<file path="config.mk">
export PLATFORM = sky130hd
export DESIGN_NAME = decimator
export DESIGN_NICKNAME = d
export VERILOG_FILES = /design/src/rtl/decim_pkg.sv /design/src/rtl/decim_channel.sv /design/src/rtl/decimator.sv
export SDC_FILE = /design/constraint.sdc
export NUM_CORES = 1
export LEC_CHECK = 0
export ABC_AREA = 1
export CAP_MARGIN = 20
export CORE_MARGIN = 8
export CORE_UTILIZATION = 50
export CTS_CLUSTER_SIZE = 40
export DETAILED_ROUTE_END_ITERATION = 10
export GPL_TIMING_DRIVEN = 0
export PLACE_DENSITY = 0.64
export SLEW_MARGIN = 20
export SYNTH_ARGS = -nofsm -noshare
export SYNTH_HDL_FRONTEND = slang
export SYNTH_HIERARCHICAL = 1
export SYNTH_SLANG_ARGS = --single-unit
</file>
<file path="constraint.sdc">
create_clock -name clk -period 3.6 [get_ports clk]
set_input_delay 0.9 -clock clk [delete_from_list [all_inputs] [get_ports clk]]
set_output_delay 0.9 -clock clk [all_outputs]
set_load 0.01 [all_outputs]
</file>
<file path="src/rtl/decim_pkg.sv">
// Shared definitions for the multi-channel decimator: reduction mode
// encodings and the two-state control FSM encoding.
package decim_pkg;

  // Reduction applied to each window of samples.
  localparam logic [1:0] MODE_PICK = 2'd0;
  localparam logic [1:0] MODE_AVG  = 2'd1;
  localparam logic [1:0] MODE_MAX  = 2'd2;
  localparam logic [1:0] MODE_MIN  = 2'd3;

  // Control FSM: IDLE flushes everything, RUN accepts samples.
  typedef logic [0:0] state_t;
  localparam state_t ST_IDLE = 1'b0;
  localparam state_t ST_RUN  = 1'b1;

endpackage

</file>
<file path="src/rtl/decim_channel.sv">
// One decimator channel: running accumulator (sum, max, min or first
// sample) and the registered per-window result.
module decim_channel
  import decim_pkg::*;
#(
  parameter int DATAWIDTH = 14,
  parameter int MAX_LOG2  = 8,
  parameter int SHIFT_W   = 4
) (
  input  logic                 clk,
  input  logic                 rst_n,
  input  logic                 clear,
  input  logic                 accept,
  input  logic                 first,
  input  logic                 last,
  input  logic [1:0]           mode_sel,
  input  logic [SHIFT_W-1:0]   shift,
  input  logic [DATAWIDTH-1:0] in_sample,
  output logic [DATAWIDTH-1:0] out_sample
);

  // Wide enough to sum 2^MAX_LOG2 full-scale samples without overflow.
  localparam int AW = DATAWIDTH + MAX_LOG2;

  logic signed [AW-1:0]  acc;
  logic signed [AW-1:0]  acc_next;
  logic signed [AW-1:0]  sample_ext;
  logic [DATAWIDTH-1:0]  result_next;

  assign sample_ext = AW'($signed(in_sample));

  // Fold the incoming sample into the window state; the first sample seeds it.
  always_comb begin
    // NOTE: default assignment first so every path drives acc_next and no latch is inferred.
    acc_next = acc;
    if (first) begin
      acc_next = sample_ext;
    end else begin
      case (mode_sel)
        MODE_AVG: acc_next = acc + sample_ext;
        MODE_MAX: if (sample_ext > acc) acc_next = sample_ext;
        MODE_MIN: if (sample_ext < acc) acc_next = sample_ext;
        default:  acc_next = acc;
      endcase
    end
  end

  // Average divides by R with an arithmetic shift (rounds toward -inf);
  // the other modes already hold an in-range sample in the accumulator.
  assign result_next = (mode_sel == MODE_AVG) ? DATAWIDTH'(acc_next >>> shift)
                                              : acc_next[DATAWIDTH-1:0];

  // Accumulator and result registers; disable flushes both.
  always_ff @(posedge clk or negedge rst_n) begin
    if (!rst_n) begin
      // NOTE: sequential state uses non-blocking assignments so all registers update from pre-edge values.
      acc        <= '0;
      out_sample <= '0;
    end else if (clear) begin
      acc        <= '0;
      out_sample <= '0;
    end else if (accept) begin
      acc <= acc_next;
      if (last) out_sample <= result_next;
    end
  end

endmodule

</file>
<file path="src/rtl/decimator.sv">
// Multi-channel power-of-two decimator with pick/average/max/min
// reduction. Holds the FSM, shared window counter and config latch;
// per-channel datapaths live in decim_channel.
module decimator
  import decim_pkg::*;
#(
  parameter int DATAWIDTH = 14,
  parameter int NUM_CH    = 2,
  parameter int MAX_LOG2  = 8
) (
  input  logic                              clk,
  input  logic                              rst_n,
  input  logic                              ena,
  input  logic                              in_valid,
  input  logic [NUM_CH*DATAWIDTH-1:0]       in_data,
  input  logic [$clog2(MAX_LOG2+1)-1:0]     ratio_log2,
  input  logic [1:0]                        mode,
  output logic                              out_valid,
  output logic [NUM_CH*DATAWIDTH-1:0]       out_data
);

  localparam int RW = $clog2(MAX_LOG2 + 1);
  localparam int CW = (MAX_LOG2 > 0) ? MAX_LOG2 : 1;

  state_t        state;
  logic [CW-1:0] cnt;
  logic [RW-1:0] ratio_q;
  logic [1:0]    mode_q;

  logic          accept;
  logic          first;
  logic          last;
  logic [RW-1:0] ratio_clamp;
  logic [RW-1:0] ratio_eff;
  logic [1:0]    mode_eff;
  logic [CW:0]   win_len;

  // A sample counts only in RUN with ena still high; ena has priority.
  assign accept      = (state == ST_RUN) && ena && in_valid;
  assign first       = (cnt == '0);
  assign ratio_clamp = (ratio_log2 > RW'(MAX_LOG2)) ? RW'(MAX_LOG2) : ratio_log2;

  // The first sample of a window uses live config; later ones the latched copy.
  assign ratio_eff = first ? ratio_clamp : ratio_q;
  assign mode_eff  = first ? mode : mode_q;
  assign win_len   = (CW+1)'(1) << ratio_eff;
  assign last      = ({1'b0, cnt} == (win_len - 1'b1));

  // FSM: RUN while enabled, IDLE otherwise.
  always_ff @(posedge clk or negedge rst_n) begin
    if (!rst_n) state <= ST_IDLE;
    else        state <= ena ? ST_RUN : ST_IDLE;
  end

  // Window counter and config latch; counter wraps straight into the next window.
  always_ff @(posedge clk or negedge rst_n) begin
    if (!rst_n) begin
      cnt     <= '0;
      ratio_q <= '0;
      mode_q  <= MODE_PICK;
    end else if (!ena) begin
      cnt <= '0;
    end else if (accept) begin
      cnt <= last ? '0 : cnt + 1'b1;
      if (first) begin
        ratio_q <= ratio_clamp;
        mode_q  <= mode;
      end
    end
  end

  // Single-cycle strobe on the edge that captures the window's last sample.
  always_ff @(posedge clk or negedge rst_n) begin
    if (!rst_n) out_valid <= 1'b0;
    else        out_valid <= ena && accept && last;
  end

  // One datapath per channel, sharing the window control.
  for (genvar k = 0; k < NUM_CH; k++) begin : g_ch
    decim_channel #(
      .DATAWIDTH (DATAWIDTH),
      .MAX_LOG2  (MAX_LOG2),
      .SHIFT_W   (RW)
    ) u_ch (
      .clk        (clk),
      .rst_n      (rst_n),
      .clear      (!ena),
      .accept     (accept),
      .first      (first),
      .last       (last),
      .mode_sel   (mode_eff),
      .shift      (ratio_eff),
      .in_sample  (in_data[k*DATAWIDTH +: DATAWIDTH]),
      .out_sample (out_data[k*DATAWIDTH +: DATAWIDTH])
    );
  end

endmodule

</file>
==> summary.json, run 1 <==
{
  "die": {
    "fp.dieH_um": 177.1,
    "effective_utilization_at_floorplan_pct": 50.35,
    "ios": 67,
    "std_cell_rows": 59,
    "die_w_um": 177.1,
    "floorplan.die_area_um2": 31360,
    "core-area_um2": 25760
  },
  "synth": {
    "mux_share_of_post_synthesis_cell_area_pct": 0,
    "post-synth-top-area-cell": "nand2_1",
    "ys_seq_area_share_pct": 16.98,
    "top_ff_cell_synth": "dfrtp_1",
    "synth_top_area_share_pct": 21.96,
    "synth_top_family_by_area": "simple AND/OR/NAND/NOR gates",
    "synth-warning-count": 6,
    "synth.cell_area_um2": 12970,
    "postSynthCellCount": 2240,
    "synthDistinctLibCells": 47,
    "post_synth_main_area_contributors": "nand2_1 (22%), dfrtp_1 (17%), nand3_1 (16%), ha_1 (8.6%), inv_1 (7.7%)",
    "synth_compound_gate_area_share_pct": 12.74,
    "synth_xor_xnor_area_share_pct": 0.6752,
    "synth_fp_nets": 2369,
    "synth-edff-count": 0,
    "synth.avg_cell_area_um2": 5.791,
    "synth_async_sr_flop_share_pct": 100.0,
    "synth_simple_gate_area_share_pct": 49.32,
    "ys_seq_elements": 88,
    "post_synth_fa_ha_maj_area_fraction_pct": 8.893
  },
  "detailed_routing": {
    "routed_via_density": 5.885,
    "total_wirelength_of_the_detailed_routed_design_um": 51670,
    "vias": 16040,
    "ant_nets": 0,
    "post_route_drc_violation_count": 0,
    "drtIter0Drc": 1551,
    "routed_wire_length_per_instance_um": 18.96,
    "first_pass_iters": 8
  },
  "power": {
    "netSwitchingPower_mw": 2.598,
    "intPower_mw": 2.675,
    "ir_worst_vdd_uv": 202.6,
    "cellPowerDensity_nw_per_um2": 325.3,
    "power_leakage_nw": 8.430,
    "power.total_mw": 5.274,
    "power_frac_seq_pct": 20.1,
    "switching_share_pct": 49.27,
    "clock_power_share_pct": 19.8,
    "pwr-share-comb_pct": 60.1
  },
  "global_route": {
    "antenna_violations_before_repair": 0,
    "grt_pass1_vias": 15150,
    "globalRouteTotalUtil_pct": 31.74,
    "grt_pass1_wl_um": 79700,
    "grt_max_degree": 76,
    "globalRoute.totalOverflow": 0
  },
  "worst_setup_path": {
    "cp-end-kind": "flip-flop",
    "crit_family": "simple AND/OR/NAND/NOR gates",
    "critical_path_required_ns": 3.85,
    "critPathSlowestCell": "ha_4",
    "critPathMaxFanout": 18,
    "worst-setup-path-type": "input port to flip-flop",
    "cp_common_cell": "nand2_1",
    "crit_path_start_kind": "input port",
    "timing.critical_path.slowest_cell_delay_ns": 0.28,
    "arrival_time_of_the_worst_setup_path_ns": 3.79,
    "sum_of_buffers_and_inverters_on_the_critical_path": 5
  },
  "cts": {
    "tritoncts": "built",
    "clk_pin_slew_worst_paths_ns": 0.08,
    "ctsHoldBuffers": 0,
    "numCtsBuffers": 9,
    "cts_htree_levels": 3,
    "cts_num_sinks": 88,
    "clockBufferDepth": 2,
    "cts.root.buffer_cell": "clkbuf_16",
    "clock_latency_ns": 0.36
  },
  "sta": {
    "maxSlewViolCount": 0,
    "achievable-frequency_mhz": 282.7,
    "total_negative_slack_for_setup_checks_ns": 0,
    "clock_period_minus_final_worst_setup_slack_ns": 3.538,
    "hold_viol": 0,
    "finalClockSkew_ns": 0.01690,
    "min_period_over_period_pct": 98.27,
    "finalSetupViolations": 0,
    "slew_headroom_pct": 59.31,
    "grt_setup_unrepaired": "yes",
    "worstMarginPinSlew_ns": 0.6104
  },
  "hold_path": {
    "holdCritPathClass": "input port to async pin"
  },
  "finish": {
    "finalNetCount": 2514,
    "postLayoutCellArea_um2": 16210,
    "n_fill_cell": 2599,
    "diodes": 0,
    "syn2layout_area_growth_pct": 24.95,
    "layout-drive-gt1-share_pct": 19.04,
    "final_util_pct": 62.92
  },
  "flow_run": {
    "maxCapViolCount": 0
  },
  "outcome": {
    "run_status": "completed"
  },
  "place": {
    "place_area_um2": 14080,
    "detailedPlacementHpwl_um": 39200,
    "io_port_bufs": 66,
    "place.gp.congestion": 0.9562
  }
}
==> through the flow <==
step           instances  hold slack [ns]  setup slack (ns)
2_1_floorplan       2240           0.4746            0.3102
3_3_place_gp        2641           0.4630            -2.040
3_5_place_dp        2642           0.4637            -1.489
4_1_cts             2686           0.3641         0.0008904
5_1_grt             2725           0.3770          -0.08140
6_report            2725           0.3736           0.06233
==> synthesized netlist by cell type, types with 4 or more instances <==
master	count
inv_1	265
nand4_1	15
dfrtp_1	88
nand2_2	38
buf_6	5
o211ai_1	17
nor2_4	5
buf_2	33
o21ai_0	81
nand3_2	17
nor3_1	11
nand3b_1	16
nor2_2	10
o211ai_2	5
nand2_1	759
xor2_1	7
a21o_1	4
a21boi_0	20
ha_1	89
clkbuf_1	35
o21ai_1	6
o21bai_1	7
clkinv_1	7
a21oi_1	97
o22ai_1	39
nand2_4	10
inv_2	8
buf_4	7
nand3_1	408
nor2_1	99
==> sequential cells by signal, summed over array words and instances, names as in the netlist <==
| signal | cells |
|---|---|
| cnt | 8 |
| g_ch.u_ch/acc | 44 |
| g_ch.u_ch/out_sample | 28 |
| mode_q | 2 |
| out_valid | 1 |
| ratio_q | 4 |
| state | 1 |
==> layer usage <==
| metal | global-route usage (%) | routed length, µm |
|---|---|---|
| met1 | 38.63 | 20860 |
| met2 | 53.66 | 24140 |
| met3 | 3.243 | 3326 |
| met4 | 18.46 | 3347 |
| met5 | 0 | 0 |
==> cell families (layout without fill, tap and decap cells) <==
| family | after synthesis | after routing |
|---|---|---|
| and+or+nand+nor | 1404 | 1405 |
| buffers and inverters | 363 | 511 |
| AOI/OAI and AO/OA | 284 | 285 |
| adders and majority gates | 91 | 91 |
| DFF | 88 | 88 |
| xor gates and xnor gates | 10 | 10 |
==> power by group through the flow <==
stage	clock, mW	combinational (mW)	sequential (mW)
final	1.04	3.17	1.06
after detailed placement	0	2.62	1.08
after floorplan	0	1.87	1.07
after global routing	1.11	3.44	1.06
after CTS	1.07	2.81	1.06
after global placement	0	2.59	1.08
==> final cells by class <==
cell class	instances	area [µm²]	area share (%)
buffer	82	510.5	3.149
clock buffer	10	229.0	1.413
clock inverter	6	75.07	0.4631
inverter	280	1071	6.608
multi-input combinational	1791	10510	64.84
sequential	88	2202	13.59
tap	335	419.2	2.586
timing repair buffer	133	1192	7.356
==> path summary, 6_finish.rpt <==
check                      cells past startpoint                  startpoint  slack, ns                    endpoint
max in group asynchronous                      2                       rst_n       2.51         g_ch[1].u_ch/acc[6]
min                                            1                       rst_n       0.37        g_ch[1].u_ch/acc[17]
max reg2reg                                   25        g_ch[1].u_ch/acc[13]       0.11  g_ch[1].u_ch/out_sample[5]
min reg2reg                                    2  g_ch[0].u_ch/out_sample[8]       0.48  g_ch[0].u_ch/out_sample[8]
min in group clk                               2  g_ch[0].u_ch/out_sample[8]       0.48  g_ch[0].u_ch/out_sample[8]
max                                           26                 in_data[27]       0.06  g_ch[1].u_ch/out_sample[5]
==> cell usage in the layout (no fill, tap or decap), types with 41 or more instances in the layout <==
| cell type | n |
|---|---|
| ha_1 | 46 |
| nor2_1 | 87 |
| nand3_2 | 53 |
| nand2_2 | 75 |
| a21oi_1 | 89 |
| nand3_1 | 367 |
| buf_4 | 66 |
| ha_4 | 41 |
| o21ai_0 | 67 |
| inv_1 | 256 |
| nand2_1 | 710 |
| dfrtp_1 | 88 |
==> what timing repair did <==
| action | in CTS | in global routing |
|---|---|---|
| gates resized for setup | 160 | 235 |
| pin swaps | 15 | 61 |
| buffers inserted | 27 | 37 |
| cloned | 1 | 3 |
| setup endpoints to repair | 72 | 28 |
(Power assumes the default switching activity.)
==> run 2, diff against run 1 <==
--- a/config.mk
+++ b/config.mk
@@ -12,5 +12,4 @@
 export CTS_CLUSTER_SIZE = 40
 export DETAILED_ROUTE_END_ITERATION = 10
-export GPL_TIMING_DRIVEN = 0
 export PLACE_DENSITY = 0.64
 export SLEW_MARGIN = 20
==> constraint.sdc (replaced) <==
create_clock -name clk -period 3.6 [get_ports clk]
set_input_delay 0.9 -clock clk [delete_from_list [all_inputs] [get_ports clk]]
set_output_delay 0.9 -clock clk [all_outputs]
set_load 0.05 [all_outputs]
==> run 2 against run 1 <==
Compared with the run above:
- sequential power hardly changed
- sequential share of layout area decreased by 1.7 points
- highest routed layer unchanged
- non-clock buffer count is 203 higher
- largest power group unchanged
- fmax shrank 0.95%
- clock power up 13%
- via count rose by 6.8%
==> summary.json, run 2 (synthesis results as in run 1) <==
{
  "sta": {
    "worstMarginPinSlew": {"value": 1.048, "unit": "ns", "change": "+0.4374 ns"},
    "grt_setup_unrepaired": "yes",
    "finalClockSkew": {"value": 0.01305, "unit": "ns", "change": "-0.003854 ns"},
    "hold_viol": {"value": 0, "change": "unchanged"},
    "slew_headroom": {"value": 30.07, "unit": "%", "change": "-29 points"},
    "total_negative_slack_for_setup_checks": {"value": 0, "unit": "ns", "change": "unchanged"},
    "min_period_over_period": {"value": 99.21, "unit": "%", "change": "+0.94 points"},
    "maxSlewViolCount": {"value": 0, "change": "unchanged"},
    "finalSetupViolations": {"value": 0, "change": "unchanged"},
    "postLayoutSetupSlackWorst": {"value": 0.02851, "unit": "ns", "change": "-0.03383 ns"},
    "clock_period_minus_final_worst_setup_slack": {"value": 3.571, "unit": "ns", "change": "+0.03383 ns"},
    "final.hold.worst_slack": {"value": 0.4804, "unit": "ns", "change": "+0.1069 ns"},
    "achievable-frequency": {"value": 280.0, "unit": "MHz", "change": "-0.95%"}
  },
  "hold_path": {
    "holdCritPathClass": "flip-flop to flip-flop",
    "hold_depth": 2,
    "min-delay-start": "g_ch[1].u_ch/out_sample[4]",
    "whs_endpoint": "g_ch[1].u_ch/out_sample[4]"
  },
  "die": {
    "die_w": {"value": 177.1, "unit": "µm", "change": "unchanged"},
    "effective_utilization_at_floorplan": {"value": 50.35, "unit": "%", "change": "unchanged"},
    "core-area": {"value": 25760, "unit": "µm²", "change": "unchanged"},
    "ios": {"value": 67, "change": "unchanged"},
    "std_cell_rows": {"value": 59, "change": "unchanged"},
    "fp.dieH": {"value": 177.1, "unit": "µm", "change": "unchanged"},
    "floorplan.die_area": {"value": 31360, "unit": "µm²", "change": "unchanged"}
  },
  "place": {
    "io_port_bufs": {"value": 66, "change": "unchanged"},
    "place.gp.congestion": {"value": 0.9772, "change": "+2.2%"},
    "worst_slack_after_detailed_placement": {"value": -0.7515, "unit": "ns", "change": "+0.7379 ns"},
    "detailedPlacementHpwl": {"value": 39280, "unit": "µm", "change": "+0.20%"},
    "place_area": {"value": 16020, "unit": "µm²", "change": "+14%"},
    "placed_cells_incl_taps": {"value": 2863, "change": "+8.4%"}
  },
  "global_route": {
    "globalRoute.totalOverflow": {"value": 0, "change": "unchanged"},
    "globalRouteTotalUtil": {"value": 32.91, "unit": "%", "change": "+1.2 points"},
    "grt_max_degree": {"value": 57, "change": "-25%"},
    "grt_pass1_wl": {"value": 83650, "unit": "µm", "change": "+5.0%"},
    "grt_pass1_vias": {"value": 16300, "change": "+7.6%"},
    "antenna_violations_before_repair": {"value": 0, "change": "unchanged"}
  },
  "worst_setup_path": {
    "cp-end-kind": "flip-flop",
    "arrival_time_of_the_worst_setup_path": {"value": 3.83, "unit": "ns", "change": "+0.04 ns"},
    "critPathMaxFanout": {"value": 7, "change": "-11"},
    "worst-setup-path-type": "input port to flip-flop",
    "worstRegToRegCells": {"value": 17, "change": "-32%"},
    "ff2ff_setup_slack": {"value": 0.16, "unit": "ns", "change": "+0.05 ns"},
    "critical_path_required": {"value": 3.86, "unit": "ns", "change": "about the same"},
    "rr_endpoint": "g_ch[0].u_ch/out_sample[0]",
    "worst_r2r_startpoint": "cnt[0]",
    "crit_path_start_kind": "input port"
  },
  "finish": {
    "layout-drive-gt1-share": {"value": 29.48, "unit": "%", "change": "+10 points"},
    "largest_register_ff_count": {"value": 44, "change": "unchanged"},
    "n_fill_cell": {"value": 2218, "change": "-15%"},
    "diodes": {"value": 0, "change": "unchanged"},
    "registers.top_by_ff_count": "g_ch.u_ch/acc",
    "postLayoutCellArea": {"value": 18590, "unit": "µm²", "change": "+15%"},
    "biggestRegsByFlops": "g_ch.u_ch/acc x44, g_ch.u_ch/out_sample x28, cnt x8",
    "final-instance-count-excl-fill": {"value": 2930, "change": "+7.5%"},
    "syn2layout_area_growth_pct": 43.31,
    "finalNetCount": {"value": 2720, "change": "+8.2%"},
    "final_cell_mix": "nand2_1 (682), buf_4 (313), nand3_1 (298)",
    "final_util": {"value": 72.16, "unit": "%", "change": "+9.2 points"},
    "mostFrequentLayoutCell": "nand2_1"
  },
  "detailed_routing": {
    "vias": {"value": 17130, "change": "+6.8%"},
    "post_route_drc_violation_count": {"value": 0, "change": "unchanged"},
    "routed_wire_length_per_instance": {"value": 18.63, "unit": "µm", "change": "-1.8%"},
    "total_wirelength_of_the_detailed_routed_design": {"value": 54570, "unit": "µm", "change": "+5.6%"},
    "routed_via_density": {"value": 5.846, "change": "-0.67%"},
    "first_pass_iters": {"value": 8, "change": "unchanged"},
    "ant_nets": {"value": 0, "change": "unchanged"},
    "drtIter0Drc": {"value": 1739, "change": "+12%"}
  },
  "power": {
    "power_frac_seq": {"value": 17.9, "unit": "%", "change": "-2.2 points"},
    "netSwitchingPower": {"value": 2.746, "unit": "mW", "change": "+5.7%"},
    "switching_share": {"value": 46.48, "unit": "%", "change": "-2.8 points"},
    "intPower": {"value": 3.162, "unit": "mW", "change": "+18%"},
    "clock_power_share": {"value": 19.7, "unit": "%", "change": "about the same"},
    "cellPowerDensity": {"value": 317.8, "unit": "nW/µm²", "change": "-2.3%"},
    "power.total": {"value": 5.909, "unit": "mW", "change": "+12%"},
    "ir_worst_vdd": {"value": 229.9, "unit": "µV", "change": "+13%"},
    "power_leakage": {"value": 9.839, "unit": "nW", "change": "+17%"},
    "pwr-share-comb": {"value": 62.3, "unit": "%", "change": "+2.2 points"}
  },
  "cts": {
    "cts_num_sinks": {"value": 88, "change": "unchanged"},
    "cts_htree_levels": {"value": 3, "change": "unchanged"},
    "clockBufferDepth": {"value": 2, "change": "unchanged"},
    "ctsHoldBuffers": {"value": 0, "change": "unchanged"},
    "numCtsBuffers": {"value": 9, "change": "unchanged"},
    "clk_pin_slew_worst_paths": {"value": 0.08, "unit": "ns", "change": "about the same"},
    "clock_latency": {"value": 0.35, "unit": "ns", "change": "about the same"},
    "tritoncts": "built",
    "cts.root.buffer_cell": "clkbuf_16"
  },
  "outcome": {
    "run_status": "completed"
  },
  "flow_run": {
    "maxCapViolCount": {"value": 0, "change": "unchanged"}
  }
}
## run 2: cell types whose count changed in the layout (fill, tap and decap cells not counted), moves of 10 or more
cell and delta:
buf_4 +247, buf_2 -30, nand3_1 -69, nand2_2 +29, clkbuf_1 -21, dlygate4sd2_1 +10, clkbuf_2 -28, a21oi_1 -11
buf_12 +13, a21oi_2 +12, dlymetal6s2s_1 +10, nand2_1 -28, nand3_2 +67
## run 2: how the worst max path moves through the flow
stage                      from                    endpoint  slack [ns]  depth (start not counted)
floorplan                cnt[0]  g_ch[0].u_ch/out_sample[2]        0.31                         23
global placement    in_data[13]  g_ch[0].u_ch/out_sample[5]       -0.69                         26
detailed placement  in_data[13]  g_ch[0].u_ch/out_sample[8]       -0.75                         24
CTS                  in_data[9]  g_ch[0].u_ch/out_sample[1]       0.001                         24
global route        in_data[13]  g_ch[0].u_ch/out_sample[0]       -0.13                         27
finish              in_data[13]  g_ch[0].u_ch/out_sample[8]        0.03                         27
## run 2: power groups by stage
| stage | clock, mW | combinational [mW] | sequential [mW] |
|---|---|---|---|
| 3_3_place_gp | 0 | 2.95 | 1.08 |
| 3_5_place_dp | 0 | 2.98 | 1.08 |
| 2_1_floorplan | 0 | 1.87 | 1.07 |
| 6_report | 1.17 | 3.68 | 1.06 |
| 5_1_grt | 1.21 | 3.97 | 1.06 |
| 4_1_cts | 1.17 | 3.27 | 1.06 |
## run 2: layout make-up
| cell class | instances | area [µm²] | share of cell area (%) |
|---|---|---|---|
| Clock buffer | 9 | 225.2 | 1.211 |
| Timing Repair Buffer | 418 | 3651 | 19.64 |
| Clock inverter | 6 | 116.4 | 0.6259 |
| Inverter | 280 | 1062 | 5.714 |
| Tap cell | 335 | 419.2 | 2.255 |
| Sequential cell | 88 | 2202 | 11.85 |
| Multi-Input combinational cell | 1794 | 10910 | 58.71 |
## run 2: critical path: stages
cell,delay [ns]
buf_6,0.09
buf_12,0.13
buf_8,0.14
ha_4,0.25
nand2_1,0.06
nand2_1,0.06
nand2_1,0.08
nand2_2,0.07
a21oi_4,0.21
nand4_1,0.13
buf_6,0.15
nand2_8,0.11
buf_6,0.12
clkbuf_16,0.14
nand3_1,0.07
nand3_1,0.10
nand3b_1,0.11
nand2_2,0.10
nand2_2,0.06
nand2_2,0.09
nand3_2,0.11
nand3_1,0.13
nand3_2,0.09
nand3_2,0.11
nand2_1,0.06
nand2_1,0.08
nand2_1,0.04
## run 2: routing by layer
layer / routed length [µm] / vias up / GRT usage [%]
li1: - / 8043 / -
met1: 20910 / 7961 / 37.53
met2: 26330 / 855 / 56.92
met3: 3352 / 269 / 3.968
met4: 3982 / 0 / 22.21
met5: 0 / - / 0
## run 2: timing repair
action,CTS,global route
endpoints found under the setup margin,35,34
pin swaps,59,61
buffers inserted,21,21
endpoints found under the hold margin,0,0
resized for setup,174,247
cloned,7,4
==> run 3, diff against run 2 <==
- CTS_CLUSTER_SIZE: 40 -> 30
==> results of run 3 <==
The final DEF is identical to that of run 2; final timing and power are the same.
